`config.mk`:
```
export PLATFORM = sky130hd
export DESIGN_NAME = action_sequencer
export DESIGN_NICKNAME = d
export VERILOG_FILES = /design/src/rtl/types_pkg.sv /design/src/rtl/action_sequencer_scan_timer.sv /design/src/rtl/action_sequencer.sv
export SDC_FILE = /design/constraint.sdc
export NUM_CORES = 1
export LEC_CHECK = 0
export BUFFER_PORTS_ARGS = -buffer_cell sky130_fd_sc_hd__buf_2
export CORE_ASPECT_RATIO = 1.75
export CORE_MARGIN = 2
export CORE_UTILIZATION = 47
export CTS_BUF_LIST = sky130_fd_sc_hd__clkbuf_8
export DETAILED_ROUTE_END_ITERATION = 7
export PLACE_DENSITY = 0.89
export SYNTH_ARGS = -nofsm -noshare
export SYNTH_HDL_FRONTEND = slang
export SYNTH_SLANG_ARGS = --single-unit
```
`constraint.sdc`:
```
create_clock -name clk -period 1.6 [get_ports clk]
set_input_delay 0.32 -clock clk [delete_from_list [all_inputs] [get_ports clk]]
set_output_delay 0.32 -clock clk [all_outputs]
set_load 0.05 [all_outputs]
```
`src/rtl/types_pkg.sv`:
```
// Shared types for the select_action datapath and its sequencer.
// Holds the operand word, the operation modes, the sequencer state encoding
// and a helper that steps to the next operation mode with wrap-around.
package types_pkg;

    typedef logic [15:0] word_t;

    typedef enum logic [1:0] {
        ADD,
        SUB,
        SHL,
        SHR
    } opr_mode_t;

    typedef enum logic [1:0] {
        IDLE,
        LOAD,
        SETTLE,
        CAPTURE
    } seq_state_t;

    localparam int DEFAULT_SETTLE_CYCLES = 2;

    localparam opr_mode_t FIRST_MODE = ADD;
    localparam opr_mode_t LAST_MODE  = SHR;

    // Next operation in enumeration order; the last one wraps to the first.
    function automatic opr_mode_t next_mode(input opr_mode_t m);
        if (m == LAST_MODE) begin
            return FIRST_MODE;
        end
        return opr_mode_t'(m + 2'd1);
    endfunction

endpackage

```
`src/rtl/action_sequencer_scan_timer.sv`:
```
// scan_timer: idle-period counter for the auto-stepping build (AUTO_STEP_EN).
// Counts enabled cycles 0..PERIOD-1; on the cycle the count reaches its last
// value it raises a registered expire flag that stays high until cleared.
module scan_timer #(
    parameter int PERIOD = 1000
) (
    input  logic clk,
    input  logic rst,
    input  logic enable,
    input  logic clear,
    output logic expire
);

    localparam int CW = (PERIOD > 1) ? $clog2(PERIOD) : 1;
    localparam logic [CW-1:0] LAST = CW'(PERIOD - 1);

    logic [CW-1:0] count_reg;

    // Period counter; expire latches at terminal count and holds until clear.
    always_ff @(posedge clk) begin
        if (rst || clear) begin
            count_reg <= '0;
            expire    <= 1'b0;
        end else if (enable) begin
            if (count_reg == LAST) begin
                count_reg <= '0;
                expire    <= 1'b1;
            end else begin
                count_reg <= count_reg + 1'b1;
            end
        end
    end

endmodule

```
`src/rtl/action_sequencer.sv`:
```
// action_sequencer: runs one select_action operation per request.
// Latches mode/switch word, drives SELECTOR/SW, waits SETTLE_CYCLES, then
// registers LED and pulses done. Define AUTO_STEP_EN to let the block
// self-issue requests every SCAN_PERIOD idle cycles, stepping the mode.
module action_sequencer
    import types_pkg::*;
#(
    parameter int BITS          = 16,
    parameter int SETTLE_CYCLES = DEFAULT_SETTLE_CYCLES,
    parameter int SCAN_PERIOD   = 1000
) (
    input  logic            clk,
    input  logic            rst,
    input  logic            start,
    input  opr_mode_t       mode_in,
    input  logic [BITS-1:0] sw_in,
    input  logic            auto_en,
    output opr_mode_t       sel_o,
    output logic [BITS-1:0] sw_o,
    input  logic [BITS-1:0] led_i,
    output logic            busy,
    output logic            done,
    output logic [BITS-1:0] led_out,
    output opr_mode_t       mode_out
);

    localparam int CNT_W = $clog2(SETTLE_CYCLES + 1);
    localparam logic [CNT_W-1:0] SETTLE_LAST = CNT_W'(SETTLE_CYCLES - 1);

    seq_state_t       state_reg;
    logic [CNT_W-1:0] settle_cnt_reg;
    logic             auto_fire;

`ifdef AUTO_STEP_EN
    logic scan_enable;
    logic scan_clear;
    logic scan_expire;

    // Count only idle cycles with no external request; any accept restarts the period.
    assign scan_enable = (state_reg == IDLE) && auto_en && !start;
    assign scan_clear  = !auto_en || ((state_reg == IDLE) && (start || scan_expire));
    assign auto_fire   = scan_expire && auto_en;

    scan_timer #(
        .PERIOD (SCAN_PERIOD)
    ) u_scan_timer (
        .clk    (clk),
        .rst    (rst),
        .enable (scan_enable),
        .clear  (scan_clear),
        .expire (scan_expire)
    );
`else
    logic unused_cfg;

    // Without auto-stepping only start issues requests.
    assign auto_fire  = 1'b0;
    assign unused_cfg = auto_en & (SCAN_PERIOD > 0);
`endif

    // Request FSM with all outputs registered.
    always_ff @(posedge clk) begin
        if (rst) begin
            state_reg      <= IDLE;
            sel_o          <= ADD;
            sw_o           <= '0;
            busy           <= 1'b0;
            done           <= 1'b0;
            led_out        <= '0;
            mode_out       <= ADD;
            settle_cnt_reg <= '0;
        end else begin
            done <= 1'b0;
            case (state_reg)
                IDLE: begin
                    if (start) begin
                        sel_o     <= mode_in;
                        sw_o      <= sw_in;
                        busy      <= 1'b1;
                        state_reg <= LOAD;
                    end else if (auto_fire) begin
                        sel_o     <= next_mode(mode_out);
                        sw_o      <= sw_in;
                        busy      <= 1'b1;
                        state_reg <= LOAD;
                    end
                end
                LOAD: begin
                    settle_cnt_reg <= '0;
                    state_reg      <= SETTLE;
                end
                SETTLE: begin
                    if (settle_cnt_reg == SETTLE_LAST) begin
                        state_reg <= CAPTURE;
                    end else begin
                        settle_cnt_reg <= settle_cnt_reg + 1'b1;
                    end
                end
                CAPTURE: begin
                    led_out   <= led_i;
                    mode_out  <= sel_o;
                    done      <= 1'b1;
                    busy      <= 1'b0;
                    state_reg <= IDLE;
                end
                default: begin
                    state_reg <= IDLE;
                end
            endcase
        end
    end

endmodule

```
After elaboration in Yosys (flattened, before gate mapping)
Index checks and enable logic that the tools add are counted.
{"block": "word_totals", "elab_cells": 31, "register_bits": 42, "in_bits": 38}
{"block": "op_classes", "n_mux": 8, "eq_ne": 7, "reduce_logical": 7, "addsub": 1}
{"cell": "$pmux 2 s4", "n": 1}
{"cell": "$reduce_and 2->1", "n": 4}
{"cell": "$mux 2", "n": 3}
{"cell": "$ne 2x2->1 const B", "n": 3}
{"cell": "$eq 2x1->1 const B", "n": 2}
{"cell": "$eq 2x2->1 const B", "n": 2}
{"cell": "$pmux 2 s2", "n": 1}
{"cell": "$reduce_bool 2->1", "n": 2}
{"cell": "$add 2x1->2 const B", "n": 1}
{"cell": "$logic_not 2->1", "n": 1}
{"cell": "$mux 1", "n": 2}
{"cell": "$pmux 1 s2", "n": 1}

Longest topological paths before layout
Gate-level depths: netlist of the first run.
{"block": "depth", "ltp_word": 3, "ltp_mapped": 7, "depth_no_buf": 5}

Least setup slack after synthesis of the first run
Ideal clock, no wire load.
{"block": "synth_path", "kind": "register to register", "from": "register state_reg[0]", "to": "register state_reg[0]", "slack_ns": 0.181, "n_path_buf": 0, "t_arrival_ns": 1.332, "setup_ns": 0.087, "required_time_ns": 1.513, "period_less_slack_ns": 1.419, "path_stages_with_launch": 6, "cell_sequence": "dfxtp_1 inv_1 ha_1 nor2b_4 or4_1 o31ai_1"}
{"block": "synth_between", "elab_chain_cells": 3, "elab_cells_between_ends": 8, "classes_between": "eq/ne (5); mux (1); reduce/logical (2)"}
{"item": "from (decl)", "line": "action_sequencer.sv:30", "text": "seq_state_t state_reg;"}
{"item": "from (signal assigned)", "line": "action_sequencer.sv:64", "text": "state_reg <= IDLE;"}
{"item": "from (signal assigned)", "line": "action_sequencer.sv:80", "text": "state_reg <= LOAD;"}
{"item": "from (signal assigned)", "line": "action_sequencer.sv:85", "text": "state_reg <= LOAD;"}
{"item": "$eq 2x2->1 or $logic_not 2->1 (tied branches)", "line": "action_sequencer.sv:74", "text": "case (state_reg)"}
{"item": "$ne 2x2->1 (no line)"}
{"item": "$reduce_and 2->1 (no line)"}
Several ways; a longest one is shown, not always the timed one.
A chain may end at the register's enable or synchronous reset.

Worst setup path after layout of the first run
{"block": "layout_path", "from": "register state_reg[1]", "to": "register state_reg[0]"}
The elaborated chain is that of the path after synthesis.

==> reports/summary.txt, run 1 <==
Main synth FF type - dfxtp_1
Most frequent cells in the layout - buf_2 (74), dfxtp_1 (40), nand2_1 (37), nor2_1 (20), a21oi_1 (20)
Critical Path Start - state_reg[1]
Power, Total - 3.23 mW
Area leader, netlist - dfxtp_1
Core area - 3330 um2
Wirelength per Cell - 11.3 um
Adder-Cell Fraction of Synth Area - 0.0541
Synth top area share - 0.519
Largest net degree at the start of global routing - 23
Max Clock Freq - 659 MHz
#FFs+latches synth - 42
GR Overflow Total - 0
Synth Area in Simple Gates - 0.185
Boundary Pins - 76
CP max stage cell - or4_1
Iteration-0 DRC Markers - 10
Final Cycle Share - 0.948
Placed Cells incl. Taps - 287
Share of layout cells above drive strength 1 - 0.368
CTS buffer count - 5
RR Startpoint - state_reg[1]
# rows - 28
Relative slew slack - 0.730
Netlist cell types - 23
Fin util - 0.635
CP bufs+invs - 1
Post-synthesis xor/xnor area fraction - 0
Initial core utilization - 0.487
Drt total wl - 3.32 mm
Status - finished clean
Pins Over Slew Limit - 0
Port bufs - 74
Reg area - 843 um2
DRC Markers - 0
Post-Syn Nets - 219
Total Routing Usage GR - 0.176
Power Density - 1530 nW/um2
Clock network latency to the later pin of the worst-skew pair - 290 ps
DR vias - 1391
Finished Layout Cells - 295
Startpoint Class - flop
Leak - 0.986 nW
Unrepaired setup endpoints after global routing - no
Post-synth EDFFs - 0
Top Registers - led_out: 16 flops, sw_o: 16 flops
Die ar. - 3950 um2
Arr. time, crit path - 1710 ps
Avg Vias per Cell - 4.72
Synthesized instance count - 174
Footprint of the multi-input gates - 709 um2
Horiz. Die Dim - 48.4 um
CP endpoint kind - flop
Maximum vdd drop - 1.01 mV
Async SR Flop Fraction - 0
Min Tclk post-route - 1520 ps
TritonRoute pass-1 iters - 2
Layout filler cell count - 305
Post-CTS Setup Inserts - 0
Final clock skew - 6.46 ps
Final #Nets - 294
YS warnings - 0
Worst-case clock buffer depth - 2
Initial antenna violation count - 0
Worst Tran Pin Value - 404 ps
Fin. Hold Viols - 0
CTS tree - done
Post-Syn Area - 1620 um2
Dpl hpwl - 2.51 mm
TritonCTS Sinks - 42
Leading cell type in the layout, fill and taps excluded - buf_2
H-tree depth - 2
Max stage delay on crit path - 500 ps
Root Driver - clkbuf_8
First-pass GRT wire length - 5.41 mm
Antenna fix cells - 0
Hold WC Path Type - input port to flop
Avg Inst Size Synth - 9.31 um2
Register area share after synthesis - 0.519
Largest fanout on the critical path - 4
Hold path startpoint - sw_in[6]
Top cell family by delay on the critical path - simple AND/OR/NAND/NOR gates
Vias in the first global route - 1310
Total negative slack - 0 ps
CP required - 1790 ps
Area contributors post-synth - dfxtp_1 (52%), mux2i_1 (11%), nand2_1 (8.6%)
Setup CP Type - flop to flop
Multiplexer share of the synthesized area - 0.111
Area growth syn-to-layout - 30.5%
Maxcap violations - 0
Post-synthesis compound-gate area fraction - 0.0873
Reg clk slew, reported paths - 80 ps
Largest family of logic cells by synthesized area - simple AND/OR/NAND/NOR gates
Crit-path cells - inv_1, ha_1, nor2b_4, or4_1, o31ai_1
Final setup viols - 0
Min Hold Slack - 252 ps
Final weighted congestion in routability-driven placement - 0.713
Die height - 81.7 um
Final ANT Viol Nets - 0
-- power breakdown --
group | internal (mW) | switching (mW) | leakage [nW]
Clock | 0.314 | 0.373 | 0.0447
Sequential | 1.21 | 0.0856 | 0.343
Combinational | 0.367 | 0.881 | 0.599
Total | 1.89 | 1.34 | 0.986
-- through the flow --
step | setup WS (ps) | area, um2
floorplan | 181 | 1620
global placement | -4.32 | 2020
detailed placement | -74.1 | 2020
CTS | 17.3 | 2110
global route | 18.6 | 2110
finish | 82.7 | 2110
-- layout make-up --
class                      count  share of cell area
clock buffer                   5              0.0325
clock inverter                 3              0.0118
inverter                       3             0.00533
multi-input combinational    119               0.336
sequential                    42               0.399
tap                           45              0.0266
timing repair buffer          78               0.189
-- cells by family (layout without fill, tap and decap cells) --
group                      count (synthesis)  after routing
AOI/OAI and AO/OA                         26             26
and+or+nand+nor                           68             68
muxes                                     18             18
buffers and inverters                     13             89
DFF                                       42             42
adders and majority gates                  7              7
-- layer usage --
layer  routed length, um  part of all wire  global-route usage
met4                  89             0.027              0.0971
met1                1270              0.38               0.160
met3                 256             0.077              0.0509
met5                   0                 0                   0
met2                1710              0.51               0.347
-- what timing repair did --
item | CTS | global route
hold buffers | 0 | 0
resized for setup | 1 | 3
cloned | 0 | 0
endpoints found under the setup margin | 19 | 3
hold endpoints to repair | 0 | 0
-- cell usage after synthesis, drive strengths merged, types with 2 or more instances --
cell and instances:
dfxtp 42, nand2 38, a21oi 20, nor2 20
mux2i 18, buf 7, ha 7, nor2b 5
clkbuf 3, inv 3, o21ai 2, o31ai 2
-- worst register-to-register path: stages (launching register included) --
cell and delay (ps):
dfxtp_2 360, inv_1 90, ha_1 230, nor2b_4 150, or4_1 500, o31ai_1 90
-- worst paths after layout --
path         cells past startpoint  slack [ps]           end
max                              5          80  state_reg[0]
min                              3         250       sw_o[6]
max reg2reg                      5          80  state_reg[0]
min reg2reg                      2         450      sw_o[14]
Power figures use the tool's default switching activity.
==> run 2: changes to the inputs <==
- clock period: 1.6 -> 1.62 ns (I/O delays scaled with it)
==> reports/summary.txt, run 2 (synthesized netlist as in run 1, its figures left out) <==
Status - finished clean
H-tree depth - 2
Max stage delay on crit path - 520 ps
GR peak layer - met2
Startpoint Class - flop
Wirelength per Cell - 11.5 um
CP bufs+invs - 1
TritonRoute pass-1 iters - 4
Final clock skew - 3.10 ps
Maximum vdd drop - 0.977 mV
Met3 usage - 0.0636
Hold WC Path Type - input port to flop
Vias in the first global route - 1297
Clock network latency to the later pin of the worst-skew pair - 290 ps
CP max stage cell - or4b_1
Arr. time, crit path - 1730 ps
Share of layout cells above drive strength 1 - 0.364
Fin. Hold Viols - 0
Fin util - 0.650
Met2 Use GR - 0.353
Total negative slack - 0 ps
Port bufs - 74
Met1 Use GR - 0.172
Root Driver - clkbuf_8
Boundary Pins - 76
CP endpoint kind - flop
Pins Over Slew Limit - 0
CTS tree - done
TritonCTS Sinks - 42
Top Registers - led_out: 16 flops, sw_o: 16 flops
Drt total wl - 3.39 mm
Setup CP Type - flop to flop
Worst Tran Pin Value - 402 ps
Crit-path cells - inv_2, ha_1, nor2b_4, or4b_1, o31ai_1
Most frequent cells in the layout - buf_2 (74), dfxtp_1 (41), nand2_1 (37), nor2_1 (20), a21oi_1 (20)
CTS buffer count - 5
GR Overflow Total - 0
Top cell family by delay on the critical path - simple AND/OR/NAND/NOR gates
Final #Nets - 294
Dpl hpwl - 2.59 mm
Final Cycle Share - 0.941
Reg clk slew, reported paths - 70 ps
Largest net degree at the start of global routing - 22
DR vias - 1388
Core area - 3330 um2
Unrepaired setup endpoints after global routing - no
Worst-case clock buffer depth - 2
Relative slew slack - 0.732
Layout filler cell count - 279
Final setup viols - 0
Final ANT Viol Nets - 0
Largest fanout on the critical path - 5
Power Density - 1620 nW/um2
First-pass GRT wire length - 5.45 mm
Leak - 1.01 nW
Power, Total - 3.51 mW
Die height - 81.7 um
Min Tclk post-route - 1520 ps
Initial core utilization - 0.487
Reg area - 842 um2
Avg Vias per Cell - 4.71
Die ar. - 3950 um2
Initial antenna violation count - 0
Final WS setup - 95.4 ps
# rows - 28
Total Routing Usage GR - 0.182
Iteration-0 DRC Markers - 6
Leading cell type in the layout, fill and taps excluded - buf_2
Max Clock Freq - 656 MHz
CP required - 1820 ps
Footprint of the multi-input gates - 709 um2
Maxcap violations - 0
Final weighted congestion in routability-driven placement - 0.725
Pre-CTS setup slack - -60.8 ps
Area growth syn-to-layout - 33.4%
DRC Markers - 0
Antenna fix cells - 0
Post-CTS Setup Inserts - 0
Horiz. Die Dim - 48.4 um
Min Hold Slack - 266 ps
run 2: worst paths after layout:
check / startpoint / slack (ps) / depth (start not counted) / end
max: state_reg[0] / 100 / 5 / state_reg[1]
min: sw_in[13] / 270 / 3 / sw_o[13]
max reg2reg: state_reg[0] / 100 / 5 / state_reg[1]
min reg2reg: sw_o[1] / 450 / 2 / sw_o[1]
run 2: repair_timing:
action                                  in CTS  in global routing
gates resized for setup                      1                  2
endpoints found under the setup margin      19                  3
hold buffers                                 0                  0
run 2: worst min-delay path, delay by kind of cell:
kind / cells / cell delay [ps]
buffers and inverters: 1 / 90
AND/OR/NAND/NOR: 1 / 40
AO/OA/AOI/OAI: 1 / 50
run 2: layout make-up:
cell class,instances,share of cell area
Sequential cell,42,0.389
Multi-Input combinational cell,119,0.328
Timing Repair Buffer,78,0.185
Clock buffer,6,0.0382
Clock inverter,2,0.0278
Tap cell,45,0.0260
Inverter,3,0.00521
run 2: per-stage QoR:
stage,instance area (um2),std cells
floorplan,1620,174
detailed placement,2020,287
global route,2160,295
global placement,2020,287
CTS,2160,295
finish,2160,295
run 2: routing by layer:
| layer | routed length, um | part of all wire |
|---|---|---|
| met5 | 0 | 0 |
| met4 | 22 | 0.0065 |
| met3 | 246 | 0.073 |
| met2 | 1820 | 0.54 |
| met1 | 1300 | 0.38 |
run 2: where the power goes:
part | internal [mW] | switching [mW] | total, mW
clock network | 0.657 | 0.338 | 0.995
registers | 1.19 | 0.0842 | 1.27
logic | 0.364 | 0.872 | 1.24
total | 2.21 | 1.30 | 3.51
==> run 3: changes to the inputs <==
- CORE_ASPECT_RATIO: 1.75 -> not set
==> reports/summary.txt, run 3 (synthesized netlist as in run 1, its figures left out) <==
Initial core utilization - 0.489
Die ar. - 3930 um2
Arr. time, crit path - 1680 ps
Clk network pwr share - 0.202
Root Driver - clkbuf_8
Die height - 62.7 um
Final setup viols - 0
Final Cycle Share - 0.926
Initial antenna violation count - 0
Pre-CTS setup slack - 16.2 ps
Largest net degree at the start of global routing - 22
Fin util - 0.636
First-pass GRT wire length - 5.38 mm
Worst-case clock buffer depth - 2
Total negative slack - 0 ps
Drt total wl - 3.14 mm
Top Registers - led_out: 16 flops, sw_o: 16 flops
Boundary Pins - 76
Post-CTS sizing - 0
Area growth syn-to-layout - 29.9%
Leak - 0.985 nW
Clock network latency to the later pin of the worst-skew pair - 280 ps
Placed Cells incl. Taps - 288
Fin. Hold Viols - 0
Reg clk slew, reported paths - 70 ps
Status - finished clean
Max Clock Freq - 667 MHz
Sw Ratio - 0.399
Final weighted congestion in routability-driven placement - 0.711
CP required - 1800 ps
Largest fanout on the critical path - 4
CTS tree - done
TritonRoute pass-1 iters - 4
Most frequent cells in the layout - buf_2 (74), dfxtp_1 (40), nand2_1 (37), nor2_1 (20), a21oi_1 (20)
Comb pwr share - 0.391
GR Overflow Total - 0
Final WS setup - 120 ps
Sequential power share - 0.407
# rows - 21
Horiz. Die Dim - 62.7 um
Hold WC Path Type - input port to flop
Maxcap violations - 0
P_int - 1.88 mW
Final ANT Viol Nets - 0
Relative slew slack - 0.738
Port bufs - 74
Wirelength per Cell - 10.7 um
Core area - 3310 um2
Final clock skew - 3.85 ps
Startpoint Class - flop
DRC Markers - 0
Vias in the first global route - 1242
H-tree depth - 2
Min Hold Slack - 275 ps
Hold-fix buffers, CTS - 0
Iteration-0 DRC Markers - 51
CP endpoint kind - flop
Unrepaired setup endpoints after global routing - no
DR vias - 1400
CTS buffer count - 5
Placed Area - 2020 um2
Dpl hpwl - 2.29 mm
Power Density - 1490 nW/um2
Total Routing Usage GR - 0.171
Leading cell type in the layout, fill and taps excluded - buf_2
Pins Over Slew Limit - 0
Avg Vias per Cell - 4.76
Antenna fix cells - 0
Min Tclk post-route - 1500 ps
Setup CP Type - flop to flop
Sw Pwr - 1.25 mW
Share of layout cells above drive strength 1 - 0.363
Maximum vdd drop - 0.665 mV
Worst Tran Pin Value - 392 ps
TritonCTS Sinks - 42
Finished Cell Area - 2100 um2
Post-CTS Setup Inserts - 0
Power, Total - 3.13 mW
Finished Layout Cells - 294
Final #Nets - 294
run 3: changes by cell type in the layout (fill, tap and decap cells not counted), sizes merged:
cell,change
bufinv,-2
run 3: layer usage:
| layer | wire [um] | vias to the layer above | part of all wire | GRT usage |
|---|---|---|---|---|
| met1 | 1410 | 625 | 0.45 | 0.216 |
| met4 | 46 | 0 | 0.015 | 0.0750 |
| met5 | 0 | - | 0 | 0 |
| met2 | 1470 | 52 | 0.47 | 0.276 |
| met3 | 208 | 7 | 0.066 | 0.0450 |
| li1 | - | 716 | - | - |
run 3: power groups by stage:
stage                     Sequential (mW)  Clock, mW  Combinational, mW
after floorplan                      1.73          0              0.545
after global placement               1.28          0               1.20
after detailed placement             1.29          0               1.23
after CTS                            1.27      0.657               1.24
after global routing                 1.30      0.718               1.34
final                                1.27      0.634               1.23
run 3: worst max-delay path: stages, from the launching register on:
cell and delay, ps:
dfxtp_2 350, inv_1 90, ha_1 230, nor2b_4 150, or4_1 510, o31ai_1 80
run 3: layout make-up:
type	count	area, um2
clock buffer	6	82.6
fill	324	1210
inverter	3	11.3
multi-input combinational	119	709
sequential	42	843
tap	46	57.6
timing repair buffer	78	400
run 3: path summary, 6_finish.rpt:
kind | endpoint | cells past startpoint | slack [ps] | from
worst max-delay path | state_reg[0] | 5 | 120 | state_reg[1]
worst min-delay path | sw_o[1] | 3 | 270 | sw_in[1]
worst max register to register | state_reg[0] | 5 | 120 | state_reg[1]
worst min register to register | sw_o[1] | 2 | 450 | sw_o[1]
